[config.mk]
export PLATFORM = sky130hd
export DESIGN_NAME = boot_loader
export DESIGN_NICKNAME = d
export VERILOG_FILES = /design/src/rtl/boot_loader.sv
export SDC_FILE = /design/constraint.sdc
export NUM_CORES = 1
export LEC_CHECK = 0
export ABC_AREA = 1
export ABC_CLOCK_PERIOD_IN_PS = 3400
export BUFFER_PORTS_ARGS = -buffer_cell sky130_fd_sc_hd__buf_2
export CORE_MARGIN = 2
export CORE_UTILIZATION = 60
export DETAILED_ROUTE_END_ITERATION = 10
export PLACE_DENSITY_LB_ADDON = 0.1
export REMOVE_ABC_BUFFERS = 1
export SETUP_SLACK_MARGIN = 0.5
export SLEW_MARGIN = 40
export SYNTH_ARGS = -nofsm -noshare
export SYNTH_HDL_FRONTEND = slang
export SYNTH_SLANG_ARGS = --single-unit
[constraint.sdc]
create_clock -name clk -period 3.4 [get_ports clk]
set_input_delay 0.51 -clock clk [delete_from_list [all_inputs] [get_ports clk]]
set_output_delay 0.51 -clock clk [all_outputs]
set_load 0.05 [all_outputs]
[src/rtl/boot_loader.sv]
// Copies a length-prefixed, checksummed program image from the byte-wide image ROM
// into instruction RAM, verifies it, then releases the processor with run.
module boot_loader #(
    parameter int ADDR_WIDTH = 8,
    parameter int MAX_LEN    = 254
) (
    input  logic                  clk,
    input  logic                  reset,
    input  logic                  start,
    output logic [ADDR_WIDTH-1:0] rom_addr,
    input  logic [7:0]            rom_data,
    output logic [ADDR_WIDTH-1:0] ram_addr,
    output logic [7:0]            ram_data,
    output logic                  ram_we,
    output logic                  run,
    output logic                  busy,
    output logic                  error,
    output logic [7:0]            loaded_len
);

    typedef enum logic [2:0] {
        IDLE  = 3'd0,
        HDR   = 3'd1,
        LOAD  = 3'd2,
        CHECK = 3'd3,
        RUN   = 3'd4,
        ERROR = 3'd5
    } state_t;

    localparam logic [ADDR_WIDTH-1:0] ADDR_ZERO = {ADDR_WIDTH{1'b0}};
    localparam logic [ADDR_WIDTH-1:0] ADDR_ONE  = {{(ADDR_WIDTH-1){1'b0}}, 1'b1};
    localparam logic [8:0]            MAX_LEN_C = 9'(MAX_LEN);

    state_t                  state_r;
    logic [ADDR_WIDTH-1:0]   idx_r;
    logic [7:0]              len_r;
    logic [7:0]              sum_r;
    logic [ADDR_WIDTH-1:0]   last_idx_s;

    // Running image checksum: modulo-256 byte sum.
    function automatic logic [7:0] csum_add(input logic [7:0] acc, input logic [7:0] data);
        logic [7:0] res;
        res = acc + data;
        return res;
    endfunction

    // Index of the final payload byte for the current image.
    assign last_idx_s = ADDR_WIDTH'(len_r) - ADDR_ONE;

    // Load sequencer with all outputs registered.
    always_ff @(posedge clk or posedge reset) begin
        if (reset) begin
            state_r    <= IDLE;
            idx_r      <= ADDR_ZERO;
            len_r      <= 8'd0;
            sum_r      <= 8'd0;
            rom_addr   <= ADDR_ZERO;
            ram_addr   <= ADDR_ZERO;
            ram_data   <= 8'd0;
            ram_we     <= 1'b0;
            run        <= 1'b0;
            busy       <= 1'b0;
            error      <= 1'b0;
            loaded_len <= 8'd0;
        end else begin
            case (state_r)
                IDLE, RUN, ERROR: begin
                    ram_we <= 1'b0;
                    if (start) begin
                        run      <= 1'b0;
                        error    <= 1'b0;
                        rom_addr <= ADDR_ZERO;
                        busy     <= 1'b1;
                        state_r  <= HDR;
                    end else begin
                        state_r  <= state_r;
                    end
                end
                HDR: begin
                    len_r      <= rom_data;
                    loaded_len <= rom_data;
                    sum_r      <= 8'd0;
                    idx_r      <= ADDR_ZERO;
                    rom_addr   <= ADDR_ONE;
                    if ({1'b0, rom_data} > MAX_LEN_C) begin
                        error   <= 1'b1;
                        busy    <= 1'b0;
                        state_r <= ERROR;
                    end else if (rom_data == 8'd0) begin
                        state_r <= CHECK;
                    end else begin
                        state_r <= LOAD;
                    end
                end
                LOAD: begin
                    ram_we   <= 1'b1;
                    ram_addr <= idx_r;
                    ram_data <= rom_data;
                    sum_r    <= csum_add(sum_r, rom_data);
                    rom_addr <= rom_addr + ADDR_ONE;
                    idx_r    <= idx_r + ADDR_ONE;
                    if (idx_r == last_idx_s) begin
                        state_r <= CHECK;
                    end else begin
                        state_r <= LOAD;
                    end
                end
                CHECK: begin
                    // rom_addr now points at the checksum byte following the payload.
                    ram_we <= 1'b0;
                    busy   <= 1'b0;
                    if (csum_add(sum_r, rom_data) == 8'd0) begin
                        run     <= 1'b1;
                        state_r <= RUN;
                    end else begin
                        error   <= 1'b1;
                        state_r <= ERROR;
                    end
                end
                default: begin
                    ram_we  <= 1'b0;
                    run     <= 1'b0;
                    busy    <= 1'b0;
                    error   <= 1'b0;
                    state_r <= IDLE;
                end
            endcase
        end
    end

endmodule

* Word level (Yosys, flattened, before mapping) *
Index checks and enable logic that the tools add are counted.

operators by class
  $add $sub $neg = 4
  magnitude comparators = 1
  equal/unequal tests = 10
  mux-type cells = 20
  bitwise gates (word level) = 2
  reductions and logical operators = 11

operator list
  cell                 count
  $pmux 8 s2           2
  $pmux 8 s3           1
  $add 8x1->8 const B  2
  $logic_not 8->1      2
  $pmux 3 s4           1
  $mux 1               9
  $add 8x8->8          1
  $eq 8x8->1           1
  $gt 8x8->1 const B   1
  $mux 8               1
  $ne 2x2->1 const B   4
  $sub 8x1->8 const B  1
  $eq 3x2->1 const B   2
  $eq 3x3->1 const B   2
  $mux 3               2
  $pmux 1 s3           2
  $reduce_and 3->1     2
  $pmux 1 s4           1
  $reduce_and 4->1     1
  $eq 3x1->1 const B   1
  $logic_not 3->1      1
  $reduce_bool 3->1    1
  $reduce_or 3->1      1
  $not 1->1            2
  4 further kinds      4

word-level totals
  bits in registers = 55
  bits of input ports = 11
  output and inout bits = 36

* Longest topological paths before layout *
Gate-level depths: netlist of the first run.

  depth after elaboration = 4
  depth in mapped cells = 14

* Least setup slack after synthesis of the first run *
No wires, ideal clock.

  kind = input to register
  from = input port rom_data[0]
  to = register state_r[0]
  setup time = 117 ps
  arrival time = 1813 ps
  data required time = 3283 ps
  slack = 1470 ps
  cell stages on the path = 12
  path buffers = 0
  path through = ha_1 -> fa_1 -> nand2_1 -> nand2_1 -> nor2_1 -> nand3_1 -> nor2_1 -> nand4_1 -> nand2_1 -> nand2_1 -> nand2_1 -> nand2_1

on the way
  cells in the longest elaborated chain, start to end = 4
  elaborated cells between the ends (all ways) = 8
  classes of those cells = 1 x add/sub; 1 x order compare; 4 x mux; 2 x reduce/logical

ends and longest elaborated chain
  item                                            RTL line  RTL
  start: declaration                              11        input logic [7:0] rom_data,
  $add 8x8->8 or $logic_not 8->1 (tied branches)  43, 89
  $logic_not 8->1 or $mux 1 (tied branches)       112, 89
  $mux 1 or $mux 3 (tied branches)                112, 85
  $pmux 3 s4 (*)                                  66        case (state_r)
  end signal: assignment                          76        state_r <= state_r;
  end: declaration                                34        state_t state_r;

Every way passes the cells marked *; elsewhere a longest branch is shown, timed or not.
A chain may end at the register's enable or synchronous reset.

* Worst setup path in the final report of the first run *
  from = register sum_r[0]
  to = register state_r[0]

on the way
  cells in the longest elaborated chain, start to end = 4

ends and longest elaborated chain
  item                      RTL line  RTL
  start: declaration        37        logic [7:0] sum_r;
  start signal: assignment  99        sum_r <= csum_add(sum_r, rom_data);
  $add 8x8->8               43        res = acc + data;
  $logic_not 8->1           112       if (csum_add(sum_r, rom_data) == 8'd0) begin
  $mux 1                    112
  $pmux 3 s4                66

Every way passes these cells.

==> results_dict.tcl, run 1 <==
set metrics [dict create \
    p_clk_frac 0.107 \
    worst-path-max-fanout 4 \
    avgSynthCellArea_um2 7.44 \
    ys_types 30 \
    grt_pass1_vias 2585 \
    synthAdderAreaFrac 0.0466 \
    synth_area_leader_cell "dfrtp_1" \
    die_area_um2 5790 \
    p_leak_nw 1.91 \
    vias 2762 \
    hp-class "in2async" \
    ioPinCount 47 \
    drc_errors 0 \
    hold_viol 0 \
    gr-total-overflow 0 \
    layout-area-overhead-vs-synth_pct 12.4 \
    gp_congestion 0.871 \
    final_nets 489 \
    cp.required_ns 3.61 \
    synth-compound-area-share 0.0904 \
    synth_top_area_frac 0.442 \
    ys_seq_elements 55 \
    ctsRootBufferMaster "clkbuf_8" \
    use_met2 0.425 \
    synth-simple-area-share 0.291 \
    async_flop_share 1.00 \
    cts_num_sinks 55 \
    synth-seq-area-share 0.442 \
    wirelength_um 6750 \
    grt_start_max_net_pins 41 \
    postCtsHoldBufs 0 \
    cts_setup_buffers 0 \
    finClkSkew_ns 0.00556 \
    layout-drive-gt1-share 0.137 \
    end_kind "register" \
    startpoint_type "register" \
    hpwl_um 5090 \
    clockBufferDepth 2 \
    p_sw_w 0.00174 \
    tns_ns 0 \
    wl_per_cell_um 12.5 \
    p_int_w 0.00154 \
    fin_crit_sh 0.590 \
    htree_levels 2 \
    cts_tree "yes" \
    max_freq_ghz 0.499 \
    synth_top_family_by_area "simple AND/OR/NAND/NOR gates" \
    worst_pin_slew_ns 0.667 \
    grt_pass1_wl_um 11900 \
    track_usage 0.251 \
    r2r_slack_ns 1.39 \
    dp_slack_ns 1.17 \
    antenna_found_initial 0 \
    ant_nets 0 \
    run_status "complete, no violations" \
    coreArea_um2 5070 \
    clk_pin_slew_worst_paths_ns 0.09 \
    clock_latency_ns 0.31 \
    synth.mux.area_fraction 0.00482 \
    power_frac_comb 0.580 \
    setup_slack_ns 1.39 \
    max-cap-violations 0 \
    busiest_layer "met2" \
    fp-row-count 26 \
    die_w_um 76.1 \
    rsz0062_at_grt "false" \
    critPathArrivalTime_ns 2.21 \
    irDropWorstVdd_v 0.000500 \
    swShare 0.531 \
    first_iter_violations 153 \
    synth_flop_cell "dfrtp_1" \
    relSlewSlack 0.555 \
    synth_common_cells "126 x nand2_1, 65 x inv_1, 55 x dfrtp_1" \
    synth_most_common_cell "nand2_1" \
    setup_viol 0 \
    p_seq_frac 0.314 \
    ctsResizeCount 0 \
    final-max-slew-violation-count 0 \
    grtUsageMet1 0.339 \
    antennaDiodeCount 0 \
    synth_edf_count 0 \
    via_per_inst 5.13 \
    critPathKind "reg2reg" \
    power_density_nw_per_um2 936 \
    utilization 0.690 \
    synthXorXnorAreaFrac 0.0309 \
    yosysWarnings 0 \
    period_minus_slack_ns 2.01 \
    port_buffers 46 \
    dr.pass1.iters 4 \
    synthTopCellsByArea "dfrtp_1 44%, nand2_1 15%, inv_1 7.8%" \
    numCtsBuffers 5 \
    synthCells 419 \
    use_met3 0.0379 \
    die_height_um 76.1 \
    syn_area_um2 3120 \
    start_util 0.614 \
]
==> critical path: stages, from the launching register on <==
cell and delay, ns:
dfrtp_1 0.40, ha_1 0.24, fa_1 0.44, nand2_1 0.09, nand2_1 0.06, nor2_1 0.16, nand3_1 0.10, nor2_1 0.11
nand4_1 0.10, nand2_1 0.07, nand2_1 0.04, nand2_1 0.05, nand2_1 0.05
==> final timing paths <==
check	from	end	cells after the start
max	sum_r[0]	state_r[0]	12
min	reset	state_r[1]	2
max reg2reg	sum_r[0]	state_r[0]	12
min reg2reg	ram_data[2]	ram_data[2]	2
max in group asynchronous	reset	rom_addr[5]	3
min in group clk	ram_data[2]	ram_data[2]	2
==> logic make-up (layout without fill, tap and decap cells) <==
family / after synthesis / count (layout)
AOI/OAI and AO/OA: 53 / 53
muxes: 1 / 1
DFF: 55 / 55
xor gates and xnor gates: 11 / 11
adders and majority gates: 11 / 11
and+or+nand+nor: 212 / 212
buffers and inverters: 76 / 125
==> stage by stage <==
| step | cells | hold WS (ns) | total power (W) | area [um2] |
|---|---|---|---|---|
| 3_5_place_dp | 530 | 0.454 | 0.00294 | 3420 |
| 6_report | 538 | 0.270 | 0.00328 | 3500 |
| 5_1_grt | 538 | 0.323 | 0.00356 | 3500 |
| 2_1_floorplan | 410 | 0.473 | 0.00248 | 3070 |
| 3_3_place_gp | 530 | 0.449 | 0.00289 | 3420 |
| 4_1_cts | 538 | 0.382 | 0.00329 | 3500 |
==> area by class of cell <==
cell class	count	area, um2
clock buffers	7	76.3
clock inverters	1	5.00
fillers	468	1570
inverters	67	253
multi-input cells	288	1440
flip-flops and latches	55	1380
well taps	70	87.6
repair buffers	50	260
==> layout by cell type, fill, tap and decap left out, drive strengths merged <==
cell    instances
nand2         126
inv            66
dfrtp          55
buf            50
o21ai          41
nand3          35
nor2           29
ha             10
nand4           8
nor3            8
clkbuf          7
xnor2           6
a21oi           5
xor2            5
nor4            4
o22ai           3
clkinv          2
nor3b           2
o21a            1
o211ai          1
mux2            1
a22oi           1
a31oi           1
fa              1
==> per-layer routing <==
metal / part of all wire / up-vias
li1: - / 1438
met1: 0.48 / 1265
met5: 0 / -
met4: 0.013 / 0
met3: 0.031 / 9
met2: 0.48 / 50
==> power groups by stage <==
stage	clock (W)	sequential [W]	combinational (W)
6_report	0.000350	0.00103	0.00190
5_1_grt	0.000385	0.00106	0.00211
4_1_cts	0.000355	0.00103	0.00191
3_5_place_dp	0	0.00104	0.00189
3_3_place_gp	0	0.00103	0.00186
2_1_floorplan	0	0.00151	0.000965
==> registers in the layout, indices dropped and copies added (netlist names) <==
name / flops
rom_addr: 8
sum_r: 8
ram_we: 1
run: 1
idx_r: 8
state_r: 3
ram_addr: 8
len_r: 8
error: 1
busy: 1
ram_data: 8
Note: power is estimated with default switching activity, not from simulation.
==> inputs of run 2 (changes only) <==
Settings changed: ABC_AREA 1 to 0, ABC_CLOCK_PERIOD_IN_PS 3400 to 1800, CORE_UTILIZATION 60 to 51.
Clock period 3.4 ns to 1.8 ns, I/O delays scaled along.
==> run 2 against run 1 <==
Against the previous run: the flow now finishes with violations (negative setup slack); clock skew down 0.0017 ns; register-to-register slack worse by 1.9 ns; worst setup slack worse by 1.9 ns; combinational power rose to 3.7 times the previous value; utilization up 19 points; maximum frequency down 14%; largest cell class unchanged.
==> results_dict.tcl, run 2 <==
set metrics [dict create \
    run_status "finished, violations left" \
    violations "negative setup slack" \
    avgSynthCellArea_um2 9.11 \
    numCtsBuffers 5 \
    ys_seq_elements 55 \
    synth_top_area_frac 0.477 \
    p_sw_w 0.00471 \
    final_nets 462 \
    ctsRootBufferMaster "clkbuf_8" \
    die_w_um 79.3 \
    synthCells 317 \
    ys_types 44 \
    start_util 0.528 \
    design_area_um2 4840 \
    period_minus_slack_ns 2.33 \
    setup_viol 8 \
    fin_crit_sh 1.29 \
    worst_pin_slew_ns 0.577 \
    synth-seq-area-share 0.477 \
    hpwl_um 5000 \
    worst-path-max-fanout 3 \
    synth_area_leader_cell "dfrtp_1" \
    final-max-slew-violation-count 0 \
    postCtsHoldBufs 0 \
    p_clk_frac 0.067 \
    grt_start_max_net_pins 56 \
    fp-row-count 27 \
    power_density_nw_per_um2 2020 \
    grt_pass1_wl_um 14600 \
    relSlewSlack 0.611 \
    critPathArrivalTime_ns 2.51 \
    clk_pin_slew_worst_paths_ns 0.09 \
    track_usage 0.307 \
    cp.required_ns 1.98 \
    p_int_w 0.00507 \
    port_buffers 46 \
    cts_num_sinks 55 \
    grt_pass1_vias 2888 \
    gr-total-overflow 0 \
    async_flop_share 1.00 \
    r2r_slack_ns -0.53 \
    synth_flop_cell "dfrtp_1" \
    die_height_um 79.3 \
    cts_tree "yes" \
    max-cap-violations 0 \
    n_fill_cell 238 \
    final_common_cell "dfrtp_1" \
    antennaDiodeCount 0 \
    utilization 0.884 \
    dp_slack_ns -0.581 \
    ant_nets 0 \
    wl_per_cell_um 21.6 \
    hp-class "in2async" \
    clock_latency_ns 0.31 \
    instances_no_fill 511 \
    hold_ws_ns 0.0126 \
    multi_input_area_um2 2050 \
    htree_levels 2 \
    final_cell_mix "48 x dfrtp_1, 42 x buf_4, 40 x nand2_1" \
    swShare 0.482 \
    rsz0062_at_grt "true" \
    dr.pass1.iters 5 \
    gp_congestion 0.922 \
    p_leak_nw 2.32 \
    ioPinCount 47 \
    layout-drive-gt1-share 0.554 \
    clockBufferDepth 2 \
    synthTopCellsByArea "dfrtp_1 48%, nand2_1 11%, o21ai_0 6.1%" \
    hold_viol 0 \
    postPlaceCellArea_um2 3460 \
    max_freq_ghz 0.429 \
    setup_slack_ns -0.529 \
    regArea_um2 1390 \
    via_per_inst 6.14 \
    dp.cells 459 \
    synth_edf_count 0 \
    power_frac_comb 0.718 \
    coreArea_um2 5470 \
    antenna_found_initial 0 \
    yosysWarnings 0 \
    die_area_um2 6280 \
    first_iter_violations 248 \
    drc_errors 0 \
    finClkSkew_ns 0.00385 \
    syn_area_um2 2890 \
    wirelength_um 11000 \
    irDropWorstVdd_v 0.00145 \
    startpoint_type "register" \
    synth_common_cells "85 x nand2_1, 55 x dfrtp_1, 35 x o21ai_0" \
    vias 3137 \
    synth_most_common_cell "nand2_1" \
    critPathKind "reg2reg" \
    layout-area-overhead-vs-synth_pct 67.5 \
    end_kind "register" \
    p_seq_frac 0.215 \
]
run 2: changes by cell type in the layout (fill, tap and decap cells not counted), moves of 28 or more:
cell and delta:
buf_4 +38, nand3_1 -30, nand2_1 -86, nand2_2 +28
buf_6 +33, inv_1 -60
run 2: cell families after synthesis:
kind of cell,synth area share
AO/OA/AOI/OAI,0.165
XOR/XNOR,0.0602
adder cells (fa/ha/maj),0.0503
buffers and inverters,0.0282
flip-flops,0.477
multiplexers,0.00693
AND/OR/NAND/NOR,0.213
run 2: timing repair:
action                                  in CTS  in global routing
endpoints found under the setup margin      49                 64
resized for setup                          127                105
pin swaps                                   53                 57
setup buffers                               30                 10
cloned                                       4                  2
run 2: routing by layer:
| metal | part of all wire | global-route usage |
|---|---|---|
| met5 | 0 | 0 |
| met3 | 0.067 | 0.0420 |
| met2 | 0.52 | 0.546 |
| met1 | 0.36 | 0.366 |
| met4 | 0.052 | 0.141 |
run 2: critical path: stages, from the launching register on:
cell and delay, ns:
dfrtp_1 0.43, ha_4 0.19, fa_2 0.37, buf_4 0.15, buf_6 0.11, xor2_2 0.14
nor3_1 0.14, o211ai_1 0.18, nor4_4 0.35, o311ai_1 0.15
run 2: worst paths after layout:
kind / from / end / cells after the start
max: sum_r[0] / state_r[0] / 9
min: reset / rom_addr[6] / 3
max reg2reg: sum_r[0] / state_r[0] / 9
min reg2reg: ram_addr[6] / ram_addr[6] / 2
max in group asynchronous: reset / sum_r[1] / 3
min in group clk: rom_data[7] / len_r[7] / 4
run 2: layout make-up:
cell class / instances / share of cell area
Timing Repair Buffer: 129 / 0.250
Multi-Input combinational cell: 243 / 0.424
Tap cell: 72 / 0.0186
Clock buffer: 6 / 0.0150
Inverter: 6 / 0.00543
Sequential cell: 55 / 0.286
run 2: stage by stage:
stage / total power, W / setup TNS [ns]
2_1_floorplan: 0.00453 / -5.43
3_3_place_gp: 0.00576 / -1.70
3_5_place_dp: 0.00586 / -2.07
4_1_cts: 0.00825 / -1.78
5_1_grt: 0.0101 / -3.09
6_report: 0.00978 / -2.81
run 2: power groups by stage:
stage / clock network [W] / logic (W) / registers (W)
after floorplan: 0 / 0.00165 / 0.00289
after global placement: 0 / 0.00378 / 0.00198
after detailed placement: 0 / 0.00386 / 0.00199
after CTS: 0.000656 / 0.00559 / 0.00201
after global routing: 0.000703 / 0.00728 / 0.00214
final: 0.000651 / 0.00702 / 0.00211
